<file path="config.mk">
export PLATFORM = sky130hd
export DESIGN_NAME = upscale_block_16
export DESIGN_NICKNAME = d
export VERILOG_FILES = /design/src/rtl/softmax_pkg_16.sv /design/src/rtl/fxp16_to_fp32.sv /design/src/rtl/upscale_block_16.sv
export SDC_FILE = /design/constraint.sdc
export NUM_CORES = 1
export LEC_CHECK = 0
export CORE_UTILIZATION = 61
export DETAILED_ROUTE_END_ITERATION = 7
export PLACE_DENSITY = 0.81
export SLEW_MARGIN = 25
export SYNTH_ARGS = -nofsm -noshare
export SYNTH_HDL_FRONTEND = slang
export SYNTH_SLANG_ARGS = --single-unit
</file>
<file path="constraint.sdc">
create_clock -name clock_i -period 8.9 [get_ports clock_i]
set_input_delay 1.78 -clock clock_i [delete_from_list [all_inputs] [get_ports clock_i]]
set_output_delay 1.78 -clock clock_i [all_outputs]
set_load 0.005 [all_outputs]
</file>
<file path="src/rtl/softmax_pkg_16.sv">
// Shared constants for the 16-bit softmax pipeline: FP32 field layout,
// fixed-point format and the upscale stage state encoding.
package softmax_pkg_16;

   localparam int unsigned FP32_BIAS     = 127;
   localparam int unsigned FXP_FRAC_BITS = 8;
   localparam logic [31:0] FP32_ZERO     = 32'h0000_0000;

   localparam int unsigned FP32_SIGN_W = 1;
   localparam int unsigned FP32_EXP_W  = 8;
   localparam int unsigned FP32_MANT_W = 23;

   typedef enum logic {
      COLLECT = 1'b0,
      SEND    = 1'b1
   } state_e;

endpackage

</file>
<file path="src/rtl/fxp16_to_fp32.sv">
// Exact combinational conversion of a signed 16-bit fixed-point value to FP32:
// leading-one detect on the magnitude, normalise, then pack the fields.
module fxp16_to_fp32
   import softmax_pkg_16::*;
#(
   parameter int unsigned frac_bits = FXP_FRAC_BITS
) (
   input  logic [15:0] fxp_i,
   output logic [31:0] fp_o
);

   logic                   sign;
   logic [15:0]            mag;
   logic [15:0]            mag_clr;
   logic [3:0]             lead;
   logic [FP32_EXP_W-1:0]  exp_v;
   logic [FP32_MANT_W-1:0] mant;

   always_comb begin
      sign = fxp_i[15];
      // 0x8000 negates to itself, which is the correct unsigned magnitude.
      mag  = sign ? (~fxp_i + 16'd1) : fxp_i;
      lead = '0;
      for (int i = 0; i < 16; i++) begin
         if (mag[i]) lead = 4'(i);
      end
      mag_clr       = mag;
      mag_clr[lead] = 1'b0;
      exp_v = FP32_EXP_W'(FP32_BIAS + 32'(lead) - frac_bits);
      mant  = FP32_MANT_W'(mag_clr) << (5'd23 - 5'(lead));
      fp_o  = (mag == '0) ? FP32_ZERO : {sign, exp_v, mant};
   end

endmodule

</file>
<file path="src/rtl/upscale_block_16.sv">
// Collects a frame of Q1.7.8 results, then streams them out as FP32 in arrival
// order under valid/ready backpressure. Input words arriving during SEND are dropped.
module upscale_block_16
   import softmax_pkg_16::*;
#(
   parameter int unsigned data_size      = 16,
   parameter int unsigned frac_bits      = FXP_FRAC_BITS,
   parameter int unsigned number_of_data = 10
) (
   input  logic                 clock_i,
   input  logic                 reset_i,
   input  logic                 upscale_data_valid_i,
   input  logic [data_size-1:0] upscale_data_i,
   input  logic                 upscale_ready_i,
   output logic                 upscale_data_valid_o,
   output logic [31:0]          upscale_data_o,
   output logic                 upscale_last_o,
   output logic                 upscale_busy_o
);

   localparam int unsigned CntW = $clog2(number_of_data + 1);
   localparam int unsigned IdxW = $clog2(number_of_data);

   state_e                state_q, state_d;
   logic [CntW-1:0]       wr_cnt_q, wr_cnt_d;
   logic [CntW-1:0]       rd_cnt_q, rd_cnt_d;
   logic [data_size-1:0]  frame_q [number_of_data];
   logic                  valid_q, valid_d;
   logic                  last_q, last_d;
   logic [31:0]           data_q, data_d;

   logic                  accept;
   logic                  wr_last;
   logic                  load;
   logic                  hs;
   logic [31:0]           conv_data;

   assign accept  = (state_q == COLLECT) && upscale_data_valid_i;
   assign wr_last = (wr_cnt_q == CntW'(number_of_data - 1));
   assign hs      = valid_q && upscale_ready_i;
   assign load    = (state_q == SEND) && (!valid_q || upscale_ready_i) &&
                    (rd_cnt_q < CntW'(number_of_data));

   fxp16_to_fp32 #(
      .frac_bits (frac_bits)
   ) u_conv (
      .fxp_i (frame_q[IdxW'(rd_cnt_q)]),
      .fp_o  (conv_data)
   );

   always_ff @(posedge clock_i or posedge reset_i) begin
      if (reset_i) begin
         state_q  <= COLLECT;
         wr_cnt_q <= '0;
         rd_cnt_q <= '0;
      end else begin
         state_q  <= state_d;
         wr_cnt_q <= wr_cnt_d;
         rd_cnt_q <= rd_cnt_d;
      end
   end

   always_comb begin
      state_d  = state_q;
      wr_cnt_d = wr_cnt_q;
      rd_cnt_d = rd_cnt_q;
      unique case (state_q)
         COLLECT: begin
            if (accept) begin
               wr_cnt_d = wr_last ? '0 : wr_cnt_q + 1'b1;
               if (wr_last) begin
                  state_d  = SEND;
                  rd_cnt_d = '0;
               end
            end
         end
         SEND: begin
            if (load) rd_cnt_d = rd_cnt_q + 1'b1;
            if (hs && last_q) state_d = COLLECT;
         end
         default: state_d = COLLECT;
      endcase
   end

   always_comb begin
      valid_d = valid_q;
      last_d  = last_q;
      data_d  = data_q;
      if (load) begin
         data_d  = conv_data;
         valid_d = 1'b1;
         last_d  = (rd_cnt_q == CntW'(number_of_data - 1));
      end else if (hs) begin
         valid_d = 1'b0;
         last_d  = 1'b0;
      end
   end

   always_ff @(posedge clock_i or posedge reset_i) begin
      if (reset_i) begin
         valid_q <= 1'b0;
         last_q  <= 1'b0;
         data_q  <= FP32_ZERO;
      end else begin
         valid_q <= valid_d;
         last_q  <= last_d;
         data_q  <= data_d;
      end
   end

   always_ff @(posedge clock_i or posedge reset_i) begin
      if (reset_i) begin
         for (int i = 0; i < int'(number_of_data); i++) frame_q[i] <= '0;
      end else if (accept) begin
         frame_q[IdxW'(wr_cnt_q)] <= upscale_data_i;
      end
   end

   assign upscale_data_valid_o = valid_q;
   assign upscale_data_o       = data_q;
   assign upscale_last_o       = last_q;
   assign upscale_busy_o       = (state_q == SEND);

endmodule
</file>
==> impl_table.tex, run 1 <==
\begin{tabular}{lr}
\hline
Metric & Value \\
\hline
\multicolumn{2}{l}{\textbf{Run status}} \\
Result of the run & finished clean \\
\multicolumn{2}{l}{\textbf{Die}} \\
Initial Util & 63.3\% \\
Core area & 16,800 sq um \\
Horiz. Die Dim & 134 um \\
Count of standard-cell rows & 47 \\
Num ports & 55 \\
Chip height & 134 um \\
Floorplan die area & 18,000 sq um \\
\multicolumn{2}{l}{\textbf{Setup path}} \\
CP Max Fanout & 32 \\
Endpoint required time on the critical path & 9.32 ns \\
Delay of the slowest cell on the worst path & 0.94 ns \\
Classification of the worst setup path & reg2reg \\
Worst setup SP type & flip-flop \\
Slowest CP cell & sky130\_fd\_sc\_hd\_\_dfrtp\_2 \\
Data arrival at the endpoint of the critical path & 6.99 ns \\
Crit. End Element & flip-flop \\
Cell breakdown of the critical path & buf\_4 > mux2i\_1 > o22ai\_1 > o31ai\_2 > nand3\_1 > nor3\_1 > a21oi\_1 > a211oi\_2 > a21oi\_1 > a21oi\_1 > buf\_4 > inv\_2 > ha\_1 > nand2\_1 > or3b\_1 > mux2\_2 > o221a\_4 > o31ai\_4 \\
Cell with the most instances on the worst path & sky130\_fd\_sc\_hd\_\_a21oi\_1 \\
Largest delay share family, worst path & compound AO/OA/AOI/OAI gates \\
Setup slack on the worst flop-to-flop path & 2.33 ns \\
CP Buf/Inv Count & 3 \\
\multicolumn{2}{l}{\textbf{STA}} \\
Unrepaired setup endpoints after global routing & no \\
Number of pins with negative max-slew slack in the final report & 0 \\
Worst slew margin relative to its limit & 29.9\% \\
Final critical path time including I/O delays and setup & 6.57 ns \\
Final count of hold timing violations & 0 \\
Setup TNS & 0 ns \\
Maximum clock rate & 0.152 GHz \\
Clock tree skew after final layout & 0.0105 ns \\
Finish-stage setup viols & 0 \\
Portion of the clock cycle consumed by the worst path in the final layout & 73.8\% \\
Worst Max-Slew Pin Slew & 1.05 ns \\
\multicolumn{2}{l}{\textbf{Clock tree}} \\
Number of H-tree levels & 1 \\
Count of instances resized after the clock tree is built & 0 \\
Clock tree root buffer cell & sky130\_fd\_sc\_hd\_\_clkbuf\_16 \\
Clock tree from TritonCTS & done \\
Sink Count & 202 \\
Max clock buf depth & 3 \\
Post-CTS Hold Fix Bufs & 0 \\
Clk slew on worst S/H paths & 0.07 ns \\
Later-pin clock latency in the skew report & 0.51 ns \\
TritonCTS buffer count & 21 \\
Post-CTS repair timing setup buffer count & 0 \\
\multicolumn{2}{l}{\textbf{Run}} \\
Maximum Capacitance Violations & 0 \\
\multicolumn{2}{l}{\textbf{Global routing}} \\
Vias in the first global route & 7,397 \\
Global-route wire length before repair & 41,200 um \\
Maximum number of pins on one net before global-route repair & 121 \\
Grt total ovfl & 0 \\
Gr usage total & 29.7\% \\
Number of antenna violations at the first check in global routing & 0 \\
\multicolumn{2}{l}{\textbf{Detailed routing}} \\
Average via count per standard cell & 6.41 \\
Detailed-route wire length & 25,500 um \\
Number of detailed-route iterations in the first pass & 8 \\
Routed length per instance & 22.1 um \\
Post-detailed-route count of antenna-violating nets & 0 \\
DRC viols & 0 \\
First DRT Iteration DRCs & 638 \\
Total vias in the final route & 7,391 \\
\multicolumn{2}{l}{\textbf{Logic synthesis}} \\
Synthesized area & 10,600 sq um \\
Most area-consuming cells after synthesis & sky130\_fd\_sc\_hd\_\_dfrtp\_1 47\%, sky130\_fd\_sc\_hd\_\_mux2\_2 18\%, sky130\_fd\_sc\_hd\_\_mux2i\_1 7.0\% \\
Post-synthesis cell type count & 87 \\
Number of register bits inferred by synthesis & 202 \\
Gate count after technology mapping & 896 \\
Fraction of post-synthesis cell area in the top cell type by area & 47.5\% \\
Synthesized netlist net count & 924 \\
Number of flops mapped to enable cells by yosys & 0 \\
Leading register cell type out of synthesis & sky130\_fd\_sc\_hd\_\_dfrtp\_1 \\
Warnings, synthesis & 0 \\
Async S/R FF share, synth & 100\% \\
Largest area contributor in the synthesized netlist & sky130\_fd\_sc\_hd\_\_dfrtp\_1 \\
Share of synthesized area occupied by flip-flops and latches & 47.5\% \\
Synthesized area per cell & 11.9 sq um \\
\multicolumn{2}{l}{\textbf{Placement}} \\
Dpl hpwl & 16,800 um \\
Routability congestion estimate from global placement & 0.915 \\
Number of I/O port buffers & 54 \\
\multicolumn{2}{l}{\textbf{Finish}} \\
Layout cell share with drive strength beyond 1 & 27.9\% \\
Layout area overhead & 12.7\% \\
Final-stage net count & 947 \\
Diode insertion count for antenna repair & 0 \\
Filler Cell Count & 1,212 \\
Most frequent standard cell in the layout excluding fill and tap cells & sky130\_fd\_sc\_hd\_\_dfrtp\_1 \\
Commonest cells after routing, fill and taps aside & 200 x sky130\_fd\_sc\_hd\_\_dfrtp\_1, 167 x sky130\_fd\_sc\_hd\_\_mux2\_2, 74 x sky130\_fd\_sc\_hd\_\_mux2i\_1 \\
\multicolumn{2}{l}{\textbf{Min path}} \\
Hold Crit Class & reg2reg \\
\hline
\end{tabular}
## cells by family after synthesis
logic type	after synthesis	synth area share [%]
AND/OR/NAND/NOR	180	8.58
buffers and inverters	76	3.27
flip-flops	202	47.5
adder cells (fa/ha/maj)	8	0.940
AO/OA/AOI/OAI	161	11.3
XOR/XNOR	17	1.54
multiplexers	252	26.8
## final timing paths
path                                    from                  to  cells after the start
setup / recovery                 rd_cnt_q[0]  upscale_data_o[20]                     18
hold / removal             upscale_data_o[7]   upscale_data_o[7]                      1
setup reg to reg                 rd_cnt_q[0]  upscale_data_o[20]                     18
hold reg to reg            upscale_data_o[7]   upscale_data_o[7]                      1
max in group asynchronous            reset_i         rd_cnt_q[0]                      3
min in group asynchronous            reset_i        frame_q[156]                      2
## through the flow
stage | util (%) | setup WS, ns | instance area [sq um] | instances | hold slack [ns]
2_1_floorplan | - | 1.61 | 10600 | 896 | 0.463
3_3_place_gp | 66.8 | 2.67 | 11200 | 1115 | 0.463
3_5_place_dp | 66.9 | 2.55 | 11200 | 1116 | 0.470
4_1_cts | 71.3 | 2.44 | 12000 | 1153 | 0.488
5_1_grt | 71.3 | 2.07 | 12000 | 1153 | 0.496
6_report | 71.3 | 2.33 | 12000 | 1153 | 0.483
## flip-flops by register name, summed over array words and instances (netlist names)
name / flops
wr_cnt_q: 4
frame_q: 160
upscale_last_o: 1
upscale_data_o: 31
rd_cnt_q: 4
upscale_busy_o: 1
upscale_data_valid_o: 1
## synthesized netlist by cell type (8+ instances only)
master                     number
sky130_fd_sc_hd__nand2_1       53
sky130_fd_sc_hd__o22ai_1       23
sky130_fd_sc_hd__a21oi_1       26
sky130_fd_sc_hd__o21ai_0       23
sky130_fd_sc_hd__mux2i_1       74
sky130_fd_sc_hd__inv_1         11
sky130_fd_sc_hd__buf_2         11
sky130_fd_sc_hd__dfrtp_1      202
sky130_fd_sc_hd__xnor2_1       10
sky130_fd_sc_hd__nor3_1         9
sky130_fd_sc_hd__and2_1        16
sky130_fd_sc_hd__a22o_1         9
sky130_fd_sc_hd__nor2_1        40
sky130_fd_sc_hd__mux4_2        10
sky130_fd_sc_hd__mux2_2       167
sky130_fd_sc_hd__nand2b_1      10
sky130_fd_sc_hd__buf_1         18
sky130_fd_sc_hd__ha_1           8
sky130_fd_sc_hd__nand3_1       18
sky130_fd_sc_hd__clkbuf_1      27
## layout make-up
type                            instances  area, sq um  share of cell area (%)
Multi-Input combinational cell        618         5250                    43.8
Clock buffer                           26          594                    4.95
Sequential cell                       202         5060                    42.2
Tap cell                              220          275                    2.29
Clock inverter                         11          143                    1.19
Inverter                               13         56.3                   0.469
Timing Repair Buffer                   63          619                    5.16
## routing by layer
layer / track usage, % / share of wire (%) / up-vias
li1: - / - / 3344
met1: 42.3 / 45 / 3769
met2: 48.0 / 47 / 228
met3: 3.97 / 5.0 / 50
met4: 8.86 / 2.8 / 0
met5: 0 / 0 / -
Power of run 1 is not shown: default switching activity piles up to over one toggle a cycle in this logic, so the estimate is an artifact.
==> run 2, diff against run 1 <==
CORE_UTILIZATION = 55   (was 61)
PLACE_DENSITY = 0.77   (was 0.81)
clock period = 5.5 ns   (was 8.9 ns; I/O delays follow)
==> impl_table.tex, run 2 (synthesis gave the netlist of run 1 again) <==
\begin{tabular}{lr}
\hline
Metric & Value \\
\hline
\multicolumn{2}{l}{\textbf{Finish}} \\
Layout cell share with drive strength beyond 1 & 29.9\% \\
Final-stage net count & 976 \\
Commonest cells after routing, fill and taps aside & 200 x sky130\_fd\_sc\_hd\_\_dfrtp\_1, 167 x sky130\_fd\_sc\_hd\_\_mux2\_2, 74 x sky130\_fd\_sc\_hd\_\_mux2i\_1 \\
Flip-flop count of the largest register after layout & 160 \\
Diode insertion count for antenna repair & 0 \\
Filler Cell Count & 1,419 \\
Most frequent standard cell in the layout excluding fill and tap cells & sky130\_fd\_sc\_hd\_\_dfrtp\_1 \\
Multi-input gate area in the final layout & 5290 sq um \\
Layout area overhead & 15.8\% \\
Sequential cell area & 5060 sq um \\
Largest reg by FF count & frame\_q \\
Final cell area excluding filler cells & 12,300 sq um \\
\multicolumn{2}{l}{\textbf{Die}} \\
Floorplan die area & 19,900 sq um \\
Chip height & 141 um \\
Core area & 18,800 sq um \\
Horiz. Die Dim & 141 um \\
Initial Util & 56.5\% \\
Num ports & 55 \\
Count of standard-cell rows & 50 \\
\multicolumn{2}{l}{\textbf{Placement}} \\
Dpl hpwl & 17,600 um \\
Routability congestion estimate from global placement & 0.987 \\
Number of I/O port buffers & 54 \\
Placed cell area & 11,500 sq um \\
\multicolumn{2}{l}{\textbf{Min path}} \\
Worst hold path depth & 1 \\
Hold Crit Class & reg2reg \\
Min-delay src & upscale\_data\_o[0] \\
Terminating pin of the worst hold path & upscale\_data\_o[0] \\
\multicolumn{2}{l}{\textbf{Detailed routing}} \\
Total vias in the final route & 7,533 \\
Average via count per standard cell & 6.15 \\
DRC viols & 0 \\
Detailed-route wire length & 26,000 um \\
First DRT Iteration DRCs & 580 \\
Routed length per instance & 21.3 um \\
Number of detailed-route iterations in the first pass & 5 \\
Post-detailed-route count of antenna-violating nets & 0 \\
\multicolumn{2}{l}{\textbf{Clock tree}} \\
Count of instances resized after the clock tree is built & 0 \\
Post-CTS Hold Fix Bufs & 0 \\
Post-CTS repair timing setup buffer count & 0 \\
Clk slew on worst S/H paths & 0.06 ns \\
TritonCTS buffer count & 23 \\
Clock tree from TritonCTS & done \\
Sink Count & 202 \\
Clock tree root buffer cell & sky130\_fd\_sc\_hd\_\_clkbuf\_16 \\
Number of H-tree levels & 1 \\
Max clock buf depth & 3 \\
Later-pin clock latency in the skew report & 0.52 ns \\
\multicolumn{2}{l}{\textbf{STA}} \\
Unrepaired setup endpoints after global routing & no \\
Maximum clock rate & 0.193 GHz \\
Number of pins with negative max-slew slack in the final report & 0 \\
Clock tree skew after final layout & 0.0144 ns \\
Finish-stage setup viols & 0 \\
Setup TNS & 0 ns \\
Final count of hold timing violations & 0 \\
Final critical path time including I/O delays and setup & 5.19 ns \\
Worst Max-Slew Pin Slew & 1.06 ns \\
Portion of the clock cycle consumed by the worst path in the final layout & 94.3\% \\
Worst hold margin & 0.479 ns \\
Worst slew margin relative to its limit & 28.9\% \\
\multicolumn{2}{l}{\textbf{Run}} \\
Maximum Capacitance Violations & 0 \\
\multicolumn{2}{l}{\textbf{Setup path}} \\
Reg2reg start & rd\_cnt\_q[1] \\
Length in cells of the worst reg-to-reg path & 20 \\
CP Max Fanout & 20 \\
Setup slack on the worst flop-to-flop path & 0.31 ns \\
Crit. End Element & flip-flop \\
Cell breakdown of the critical path & buf\_12 > nand2b\_1 > o22ai\_1 > o21ai\_0 > buf\_4 > and2\_0 > ha\_1 > nand3\_1 > buf\_4 > o41ai\_2 > xor2\_1 > a21oi\_1 > a21oi\_1 > inv\_2 > ha\_1 > nand2\_1 > or3b\_1 > mux2\_2 > o221a\_4 > o31ai\_4 \\
Delay of the slowest cell on the worst path & 0.61 ns \\
Worst setup SP type & flip-flop \\
Classification of the worst setup path & reg2reg \\
Endpoint required time on the critical path & 5.94 ns \\
Data arrival at the endpoint of the critical path & 5.62 ns \\
Capture point of the worst reg-to-reg path & upscale\_data\_o[20] \\
Slowest CP cell & sky130\_fd\_sc\_hd\_\_dfrtp\_4 \\
\multicolumn{2}{l}{\textbf{Global routing}} \\
Grt total ovfl & 0 \\
Global Route met2 Usage & 43.8\% \\
Peak-usage layer in the global routing report & met2 \\
Global-route wire length before repair & 41,900 um \\
Number of antenna violations at the first check in global routing & 0 \\
Maximum number of pins on one net before global-route repair & 114 \\
Global routing usage on met1 & 37.4\% \\
Gr usage total & 27.0\% \\
Met3 demand-to-capacity share in global routing & 4.28\% \\
Vias in the first global route & 7,542 \\
\multicolumn{2}{l}{\textbf{Run status}} \\
Result of the run & finished clean \\
\hline
\end{tabular}
run 2: cell count changes in the layout (fill, tap and decap cells not counted), moves of 2 or more:
cell,previous run,this run
sky130_fd_sc_hd__buf_4,7,33
sky130_fd_sc_hd__bufinv_16,3,1
sky130_fd_sc_hd__clkbuf_1,0,6
sky130_fd_sc_hd__buf_12,0,3
sky130_fd_sc_hd__clkinv_2,4,2
sky130_fd_sc_hd__clkbuf_16,21,23
run 2: worst max-delay path by stage:
stage,startpoint,endpoint,slack [ns],cells past startpoint
floorplan,rd_cnt_q[0],upscale_data_o[20],0.04,24
global placement,rd_cnt_q[1],upscale_data_o[20],0.31,20
detailed placement,rd_cnt_q[1],upscale_data_o[20],0.23,17
CTS,rd_cnt_q[1],upscale_data_o[20],0.21,17
global route,rd_cnt_q[0],upscale_data_o[17],0.03,16
finish,rd_cnt_q[1],upscale_data_o[20],0.31,20
run 2: per-stage QoR:
step | util [%] | std cells | setup slack [ns]
global placement | 61.2 | 1183 | 0.311
floorplan | - | 896 | 0.0402
global route | 65.5 | 1224 | 0.0257
detailed placement | 61.2 | 1183 | 0.226
finish | 65.5 | 1224 | 0.312
CTS | 65.2 | 1224 | 0.213
run 2: critical path: cells and delay by family (launching register included):
kind	cells	cell delay, ns
buf+inv	4	0.65
mux	1	0.32
compound gates	7	1.57
flops	1	0.61
simple gates	5	1.05
xor+xnor	1	0.38
fa+ha+maj	2	0.50
run 2: final cells by class:
class / instances / area share (%)
clock buffers: 35 / 5.52
clock inverters: 6 / 0.629
inverters: 13 / 0.426
multi-input cells: 618 / 42.9
flip-flops and latches: 202 / 41.0
well taps: 260 / 2.64
repair buffers: 90 / 6.88
run 2: metal layers:
layer / up-vias / part of all wire [%]
li1: 3396 / -
met1: 3838 / 44
met2: 242 / 48
met3: 57 / 5.4
met4: 0 / 2.8
met5: - / 0
Power of run 2 is left out for the same reason.
